**src/rtl/light_pkg.sv**
```systemverilog
// Shared light-level definitions used by the light-stand FSM and the PWM driver.
package light_pkg;

    // Level codes emitted by the light-stand FSM.
    typedef enum logic [2:0] {
        LIGHT0 = 3'b000,
        LIGHT1 = 3'b001,
        LIGHT2 = 3'b010,
        LIGHT3 = 3'b011,
        LIGHT4 = 3'b100
    } light_level_e;

    localparam int unsigned NUM_LEVELS = 5;

    // Map a level code to a duty in ticks; unknown codes (5..7) mean off.
    function automatic int unsigned level_to_duty(input logic [2:0] level,
                                                  input int unsigned period);
        int unsigned duty;
        duty = 0;
        case (level)
            LIGHT1:  duty = period / 4;
            LIGHT2:  duty = period / 2;
            LIGHT3:  duty = (3 * period) / 4;
            LIGHT4:  duty = period;
            default: duty = 0;
        endcase
        return duty;
    endfunction

endpackage

```
**src/rtl/pwm_timebase.sv**
```systemverilog
// PWM timebase: clock prescaler plus period counter, shareable between channels.
module pwm_timebase #(
    parameter int unsigned CLK_DIV = 100,
    parameter int unsigned PERIOD  = 100,
    parameter int unsigned DUTY_W  = 8
) (
    input  logic              i_clk,
    input  logic              i_reset,
    output logic              o_tick,
    output logic [DUTY_W-1:0] o_cnt,
    output logic              o_boundary
);

    localparam int unsigned        PRESC_W   = (CLK_DIV > 1) ? $clog2(CLK_DIV) : 1;
    localparam logic [PRESC_W-1:0] PRESC_MAX = PRESC_W'(CLK_DIV - 1);
    localparam logic [DUTY_W-1:0]  CNT_MAX   = DUTY_W'(PERIOD - 1);

    logic [PRESC_W-1:0] presc_q, presc_d;
    logic [DUTY_W-1:0]  cnt_q, cnt_d;

    // Next-state for prescaler and period counter; the counter only moves on a tick.
    always_comb begin
        o_tick     = (presc_q == PRESC_MAX);
        o_boundary = o_tick && (cnt_q == CNT_MAX);
        presc_d    = o_tick ? '0 : presc_q + 1'b1;
        cnt_d      = cnt_q;
        if (o_tick) begin
            cnt_d = (cnt_q == CNT_MAX) ? '0 : cnt_q + 1'b1;
        end
    end

    // Counter state registers.
    always_ff @(posedge i_clk or posedge i_reset) begin
        if (i_reset) begin
            presc_q <= '0;
            cnt_q   <= '0;
        end else begin
            presc_q <= presc_d;
            cnt_q   <= cnt_d;
        end
    end

    assign o_cnt = cnt_q;

endmodule

```
**src/rtl/light_pwm_driver.sv**
```systemverilog
// Converts the light-stand level code into a glitch-free PWM drive with optional fade.
module light_pwm_driver
    import light_pkg::*;
#(
    parameter int unsigned CLK_DIV   = 100,
    parameter int unsigned PERIOD    = 100,
    parameter int unsigned FADE_STEP = 0,
    parameter int unsigned DUTY_W    = 8
) (
    input  logic              i_clk,
    input  logic              i_reset,
    input  logic [2:0]        i_lightState,
    input  logic              i_enable,
    output logic              o_pwm,
    output logic [DUTY_W-1:0] o_duty,
    output logic              o_period_start,
    output logic              o_busy
);

    localparam logic [DUTY_W-1:0] STEP = DUTY_W'(FADE_STEP);

    logic [2:0]        level_q;
    logic              en_q;
    logic              tick;
    logic              boundary;
    logic [DUTY_W-1:0] cnt;
    logic [DUTY_W-1:0] cnt_next;
    logic [DUTY_W-1:0] target;
    logic [DUTY_W-1:0] duty_q, duty_d;
    logic [DUTY_W:0]   up_sum;
    logic [DUTY_W:0]   down_floor;
    logic              pwm_q, ps_q, busy_q;

    // Sample the asynchronous-domain inputs; everything downstream uses these copies.
    always_ff @(posedge i_clk or posedge i_reset) begin
        if (i_reset) begin
            level_q <= '0;
            en_q    <= 1'b0;
        end else begin
            level_q <= i_lightState;
            en_q    <= i_enable;
        end
    end

    pwm_timebase #(
        .CLK_DIV (CLK_DIV),
        .PERIOD  (PERIOD),
        .DUTY_W  (DUTY_W)
    ) u_timebase (
        .i_clk      (i_clk),
        .i_reset    (i_reset),
        .o_tick     (tick),
        .o_cnt      (cnt),
        .o_boundary (boundary)
    );

    assign target = DUTY_W'(level_to_duty(level_q, PERIOD));

    // Duty only moves on a period boundary; fade arithmetic is one bit wider so it never wraps.
    always_comb begin
        up_sum     = {1'b0, duty_q} + {1'b0, STEP};
        down_floor = {1'b0, target} + {1'b0, STEP};
        cnt_next   = cnt;
        if (tick) begin
            cnt_next = boundary ? '0 : cnt + 1'b1;
        end
        duty_d = duty_q;
        if (boundary) begin
            if (FADE_STEP == 0) begin
                duty_d = target;
            end else if (duty_q < target) begin
                duty_d = (up_sum >= {1'b0, target}) ? target : up_sum[DUTY_W-1:0];
            end else if (duty_q > target) begin
                // duty - step <= target  <=>  duty <= target + step
                duty_d = ({1'b0, duty_q} <= down_floor) ? target : duty_q - STEP;
            end
        end
    end

    // Registered outputs; PWM compares post-update count and duty so a new period starts clean.
    always_ff @(posedge i_clk or posedge i_reset) begin
        if (i_reset) begin
            duty_q <= '0;
            pwm_q  <= 1'b0;
            ps_q   <= 1'b0;
            busy_q <= 1'b0;
        end else begin
            duty_q <= duty_d;
            pwm_q  <= en_q && (cnt_next < duty_d);
            ps_q   <= boundary;
            busy_q <= (duty_d != target);
        end
    end

    assign o_pwm          = pwm_q;
    assign o_duty         = duty_q;
    assign o_period_start = ps_q;
    assign o_busy         = busy_q;

endmodule

```
**config.mk**
```make
export PLATFORM = sky130hd
export DESIGN_NAME = light_pwm_driver
export DESIGN_NICKNAME = d
export VERILOG_FILES = /design/src/rtl/light_pkg.sv /design/src/rtl/pwm_timebase.sv /design/src/rtl/light_pwm_driver.sv
export SDC_FILE = /design/constraint.sdc
export NUM_CORES = 1
export LEC_CHECK = 0
export ABC_AREA = 1
export BUFFER_PORTS_ARGS = -buffer_cell sky130_fd_sc_hd__buf_2
export CELL_PAD_IN_SITES_DETAIL_PLACEMENT = 1
export CELL_PAD_IN_SITES_GLOBAL_PLACEMENT = 1
export CORE_MARGIN = 1.5
export CORE_UTILIZATION = 43
export CTS_CLUSTER_SIZE = 10
export DETAILED_ROUTE_END_ITERATION = 8
export GPL_TIMING_DRIVEN = 0
export PLACE_DENSITY = 0.82
export SYNTH_ARGS = -nofsm -noshare
export SYNTH_HDL_FRONTEND = slang
export SYNTH_SLANG_ARGS = --single-unit
export TNS_END_PERCENT = 100
```
**constraint.sdc**
```tcl
create_clock -name i_clk -period 2.82 [get_ports i_clk]
set_clock_uncertainty 0.1 [all_clocks]
set_input_delay 0.564 -clock i_clk [delete_from_list [all_inputs] [get_ports i_clk]]
set_output_delay 0.564 -clock i_clk [all_outputs]
set_load 0.03 [all_outputs]
```
==> results of run 1 <==
[where the power goes]
part	switching [mW]	total [mW]	internal, mW
sequential	0.00185	0.437	0.435
clock	0.163	0.540	0.377
combinational	0.0277	0.0374	0.00972
total	0.192	1.01	0.821
[worst max-delay path: cells and delay by family (launching register included)]
| family | cells | cell delay (ps) |
|---|---|---|
| simple gates | 5 | 840 |
| compound gates | 2 | 400 |
| flops | 1 | 370 |
| xor+xnor | 1 | 210 |
| fa+ha+maj | 2 | 500 |
[worst max path at each step]
stage,depth (start not counted),end,start
after floorplan,15,o_pwm$_DFF_PP0_,u_timebase.o_cnt[0]$_DFFE_PP0N_
after global placement,10,o_pwm$_DFF_PP0_,u_timebase.presc_q[0]$_DFF_PP0_
after detailed placement,10,o_pwm$_DFF_PP0_,u_timebase.presc_q[0]$_DFF_PP0_
after CTS,10,o_pwm$_DFF_PP0_,u_timebase.presc_q[0]$_DFF_PP0_
after global routing,10,o_pwm$_DFF_PP0_,u_timebase.presc_q[0]$_DFF_PP0_
final,10,o_pwm$_DFF_PP0_,u_timebase.presc_q[0]$_DFF_PP0_
[cells in the mapped netlist (2+ instances only)]
library cell / number / area [sq um]
nor2_2: 2 / 12.5
xor2_1: 4 / 35.0
dfrtp_1: 30 / 751
ha_1: 8 / 100
inv_1: 35 / 131
o21ai_0: 9 / 45.0
o21a_1: 2 / 15.0
nor3_1: 4 / 20.0
nand4_1: 2 / 12.5
a21oi_4: 2 / 32.5
a22oi_1: 2 / 15.0
nand2_1: 44 / 165
nor2_1: 25 / 93.8
nand3_1: 15 / 75.1
nand2_4: 2 / 22.5
nor2_4: 2 / 22.5
a21oi_1: 7 / 35.0
inv_2: 4 / 15.0
nand3_2: 2 / 20.0
[cell type report]
cell class | count | area, sq um
plain buffers | 2 | 25.0
clock buffers | 6 | 82.6
clock inverters | 2 | 60.1
fillers | 474 | 1750
inverters | 41 | 160
multi-input cells | 141 | 800
flip-flops and latches | 30 | 751
well taps | 48 | 60.1
repair buffers | 16 | 80.1
[metal layers]
layer	vias up	routed length (um)	GRT usage, %
met3	5	109	5.57
met2	17	2020	37.8
li1	725	-	-
met1	686	1790	25.3
met5	-	0	0
met4	0	55	7.65
[flip-flops by register name (all words and copies together) (netlist names)]
signal and cells:
en_q 1, level_q 3, o_busy 1, o_duty 8, o_period_start 1, o_pwm 1, u_timebase.o_cnt 8, u_timebase.presc_q 7
[through the flow]
stage	area [sq um]	total power [mW]	instances	worst slack, ps	hold slack (ps)
final	2020	1.01	286	319	280
after global routing	2020	1.05	286	115	275
after CTS	2020	1.03	286	280	272
after detailed placement	1880	0.482	278	316	359
after global placement	1880	0.480	278	345	353
after floorplan	1740	0.469	214	692	333
[logic make-up (layout without fill, tap and decap cells)]
kind of cell	count (synthesis)	in the layout
XOR/XNOR	4	4
buffers and inverters	43	67
AO/OA/AOI/OAI	27	27
adder cells (fa/ha/maj)	8	8
AND/OR/NAND/NOR	102	102
flip-flops	30	30
==> out/qor.txt, run 1 <==
Status - complete, no violations
Fmax achieved - 400 MHz
Final wirelength - 3970 um
Syn Inst Count - 214
FF-to-FF path depth - 10
CP max stage cell - dfrtp_1
CTS Root Cell - clkbuf_8
Mapped Area - 1740 sq um
Area fraction in compound gates after synthesis - 10.4%
Hold crit path type - in -> reg
Setup violators final - 0
Simple-gate share of the synthesized area - 27.9%
Fin nets - 251
Critical path required time - 2920 ps
Primary FF master, synth - dfrtp_1
Synth Area in XOR/XNOR - 2.02%
Slew headroom - 24.4%
IO Port Bufs - 16
Global-route wire length before repair - 6970 um
Chip height - 66.5 um
Largest net degree at the start of global routing - 31
Total Routing Usage GR - 21.5%
Vias in the first global route - 1511
Peak supply drop - 336 uV
Leak pwr - 1.12 nW
Initial Util - 46.0%
Final antenna-violating net count - 0
Htree depth - 2
Ant. Diodes - 0
Via/cell ratio - 5.01
Worst slew pin tran - 1130 ps
Post-detailed-route wirelength per cell - 13.9 um
GP Congestion - 0.764
Critical path launch point type - flip-flop
CTS resizes - 0
Asr flop ratio synth - 100%
Critical Path Sink Type - flip-flop
Max_cap viols - 0
Total core area - 3770 sq um
Crit path time final - 2500 ps
CTS Buffer Depth - 2
Worst-skew pair later-pin latency - 280 ps
Reg2Reg Setup Slack - 320 ps
Commonest non-fill, non-tap cell in the layout - nand2_1
Die Area - 4430 sq um
Hold endpoint - level_q[1]$_DFF_PP0_
First DRT Iteration DRCs - 96
Clock sink count - 30
Routed vias - 1433
RSZ-0062 raised after global routing - no
Number of distinct library cells after synthesis - 32
R2R Path Start - u_timebase.presc_q[0]$_DFF_PP0_
Warnings, synthesis - 0
Io pins - 17
DIE WIDTH - 66.5 um
Area grow syn2layout - 16.3%
Initial antenna violation count - 0
Final worst-path cycle share - 88.7%
Worst-path cell chain - ha_1, nand2_1, nor2_4, nand3_1, nor2_1, xor2_1, ha_1, a211oi_1, nand3_1, a21oi_1
TNS Setup - 0 ps
Mapped Nets - 228
CTS tree - built
Synth Register Bits - 30
Worst path arrival time - 2600 ps
Slowest Stage Delay on Critical Path - 370 ps
# Post-CTS Setup Buffers - 0
Mux contribution to synthesized area - 0%
# rows - 22
Final Hold Viols - 0
Sequential fraction of the synthesis area - 43.3%
Most frequent cells in the layout - nand2_1 (44), inv_1 (35), dfrtp_1 (30)
Final Slew Violations - 0
Critical path class - reg -> reg
Synth Area in Adders - 5.77%
Final HPWL DP - 3000 um
Hold Path Depth - 1
Worst R2R End - o_pwm$_DFF_PP0_
Num CTS Buffers - 5
Avg Inst Size Synth - 8.11 sq um
CTS Hold Bufs - 0
Clock transition at path regs - 70 ps
PD cells - 502 nW/um^2
Final core occ - 53.5%
GRT overflow - 0
First-pass DRT Iterations - 4
Layout cells sized above 1 - 19.3%
Critical Path Fanout Max - 9
DRC viols - 0
Worst hold start - i_lightState[1]
EDFF count, synth - 0
Largest family of logic cells by synthesized area - simple AND/OR/NAND/NOR gates
No activity file was read; power rests on OpenSTA's default activity.
==> inputs of run 2 (changes only) <==
- ABC_AREA: 1 -> not set
- CORE_UTILIZATION: 43 -> 45
==> out/qor.txt, run 2 <==
GRT overflow - 0
Critical Path Sink Type - flip-flop
First-pass DRT Iterations - 4
Worst path arrival time - 3000 ps
Setup violators final - 1
Busiest grt layer - met2
Final core occ - 62.6%
Die Area - 4060 sq um
Max_cap viols - 0
Final wirelength - 5220 um
Violated checks - negative setup slack
Largest net degree at the start of global routing - 31
CTS Root Cell - clkbuf_8
Critical path class - reg -> reg
Number of distinct library cells after synthesis - 44
Sequential fraction of the synthesis area - 45.2%
Clock sink count - 30
IO Port Bufs - 16
CTS Buffer Depth - 2
Primary FF master, synth - dfrtp_1
First DRT Iteration DRCs - 96
Count leader, synth - dfrtp_1
RSZ-0062 raised after global routing - yes
Io pins - 17
Asr flop ratio synth - 100%
Final antenna-violating net count - 0
Most frequent cells in the layout - dfrtp_1 (28), buf_4 (17), buf_2 (16)
Initial Util - 48.2%
Area grow syn2layout - 29.7%
Ant. Diodes - 0
Vias in the first global route - 1527
Post-synth top area share - 45.2%
CTS tree - built
Worst-skew pair later-pin latency - 290 ps
Hold crit path type - in -> reg
Via/cell ratio - 5.69
Layout cells sized above 1 - 31.8%
# rows - 21
Post-route worst setup slack - -102 ps
CTS Hold Bufs - 0
Status - complete, but fails checks
Total Routing Usage GR - 25.1%
Global-route wire length before repair - 7600 um
M2 GR Usage - 45.7%
Leak pwr - 1.03 nW
Hold Worst Slack - 276 ps
Commonest cells in the netlist - dfrtp_1 (30), nand2_1 (16), nor2_1 (14)
Warnings, synthesis - 0
Htree depth - 2
Routed vias - 1479
GP Congestion - 0.792
Cell taking the most area after synthesis - dfrtp_1
Critical path launch point type - flip-flop
Fillers - 392
Avg Inst Size Synth - 9.60 sq um
Commonest non-fill, non-tap cell in the layout - dfrtp_1
Total core area - 3440 sq um
Num CTS Buffers - 5
Final Slew Violations - 0
Synth Register Bits - 30
Initial antenna violation count - 0
Clock transition at path regs - 70 ps
Slew headroom - 22.7%
Fmax achieved - 342 MHz
DIE WIDTH - 63.7 um
Final Hold Viols - 0
Final HPWL DP - 3140 um
Mapped Area - 1660 sq um
Met3 usage - 5.46%
Worst slew pin tran - 1160 ps
Fin nets - 227
Syn Inst Count - 173
Synth area leaders - dfrtp_1 (45%), ha_1 (6.0%), xnor2_1 (4.2%), nand2_1 (3.6%), nor2_1 (3.2%)
Critical Path Fanout Max - 8
Post-detailed-route wirelength per cell - 20.1 um
Crit path time final - 2920 ps
DRC viols - 0
Peak supply drop - 452 uV
Final worst-path cycle share - 104%
M1 GR Usage - 27.6%
Critical path required time - 2900 ps
PD cells - 391 nW/um^2
EDFF count, synth - 0
Chip height - 63.7 um
Mapped Nets - 187
-- run 2: cell types whose count changed after synthesis, moves of 4 or more --
cell,before,now
inv_1,35,13
and3_1,0,4
clkbuf_1,0,5
inv_2,4,0
nand2_1,44,16
nor2_1,25,14
nand3_1,15,5
xnor2_1,0,8
-- run 2: worst max-delay path: stages (launching register included) --
cell and delay, ps:
dfrtp_1 410, or3_4 440, nor2_2 160, buf_6 150, and3_1 210, o21ai_0 120, nand2_1 130, o21ai_1 130
ha_4 290, and3_4 180, o211ai_1 80, inv_1 90, o211ai_1 90, and4_1 230
-- run 2: per-layer routing --
metal,wire length (um),up-vias
met2,2780,23
li1,-,683
met3,138,12
met5,0,-
met4,139,0
met1,2160,761
-- run 2: per-stage QoR --
| step | cells | power (mW) | setup slack, ps | TNS (ps) | cell area [sq um] |
|---|---|---|---|---|---|
| 6_report | 260 | 0.841 | -102 | -102 | 2150 |
| 5_1_grt | 260 | 0.870 | -223 | -223 | 2150 |
| 4_1_cts | 251 | 0.845 | -68.5 | -68.5 | 2000 |
| 3_5_place_dp | 235 | 0.485 | -414 | -414 | 1800 |
| 3_3_place_gp | 235 | 0.482 | -285 | -285 | 1800 |
| 2_1_floorplan | 173 | 0.472 | 2.40 | 0 | 1660 |
-- run 2: repair_timing --
item / 4_1_cts / 5_1_grt
resized for setup: 12 / 20
setup endpoints to repair: 1 / 1
buffers inserted: 8 / 10
pin swaps: 8 / 13
-- run 2: logic make-up (layout without fill, tap and decap cells) --
family                     after synthesis  in the layout  synth area share [%]
DFF                                     30             30                  45.2
muxes                                    3              3                  1.88
adders and majority gates                8              8                  6.03
and+or+nand+nor                         60             60                  19.6
buffers and inverters                   20             61                  4.82
xor gates and xnor gates                12             12                  6.33
AOI/OAI and AO/OA                       40             40                  16.1
-- run 2: final timing paths --
path	end	startpoint	cells past startpoint	slack, ps
worst max-delay path	o_pwm$_DFF_PP0_	u_timebase.presc_q[3]$_DFF_PP0_	13	-100
worst min-delay path	en_q$_DFF_PP0_	i_enable	1	280
worst max register to register	o_pwm$_DFF_PP0_	u_timebase.presc_q[3]$_DFF_PP0_	13	-100
max in group asynchronous	u_timebase.o_cnt[2]$_DFFE_PP0N_	i_reset	2	1370
min in group asynchronous	o_duty[2]$_DFF_PP0_	i_reset	2	470
worst min register to register	u_timebase.presc_q[4]$_DFF_PP0_	u_timebase.presc_q[4]$_DFF_PP0_	1	420
-- run 2: final cells by class --
type,count,area (sq um),share of cell area (%)
Buffer,6,45.0,2.09
Timing Repair Buffer,34,223,10.3
Tap cell,46,57.6,2.67
Clock buffer,7,86.3,4.01
Clock inverter,1,5.00,0.232
Inverter,13,48.8,2.27
Sequential cell,30,753,35.0
Multi-Input combinational cell,123,935,43.4
-- run 2: power by group --
group	total [mW]	internal [mW]	switching [mW]
clock network	0.361	0.196	0.165
logic	0.0434	0.0128	0.0306
registers	0.437	0.435	0.00201
total	0.841	0.644	0.197
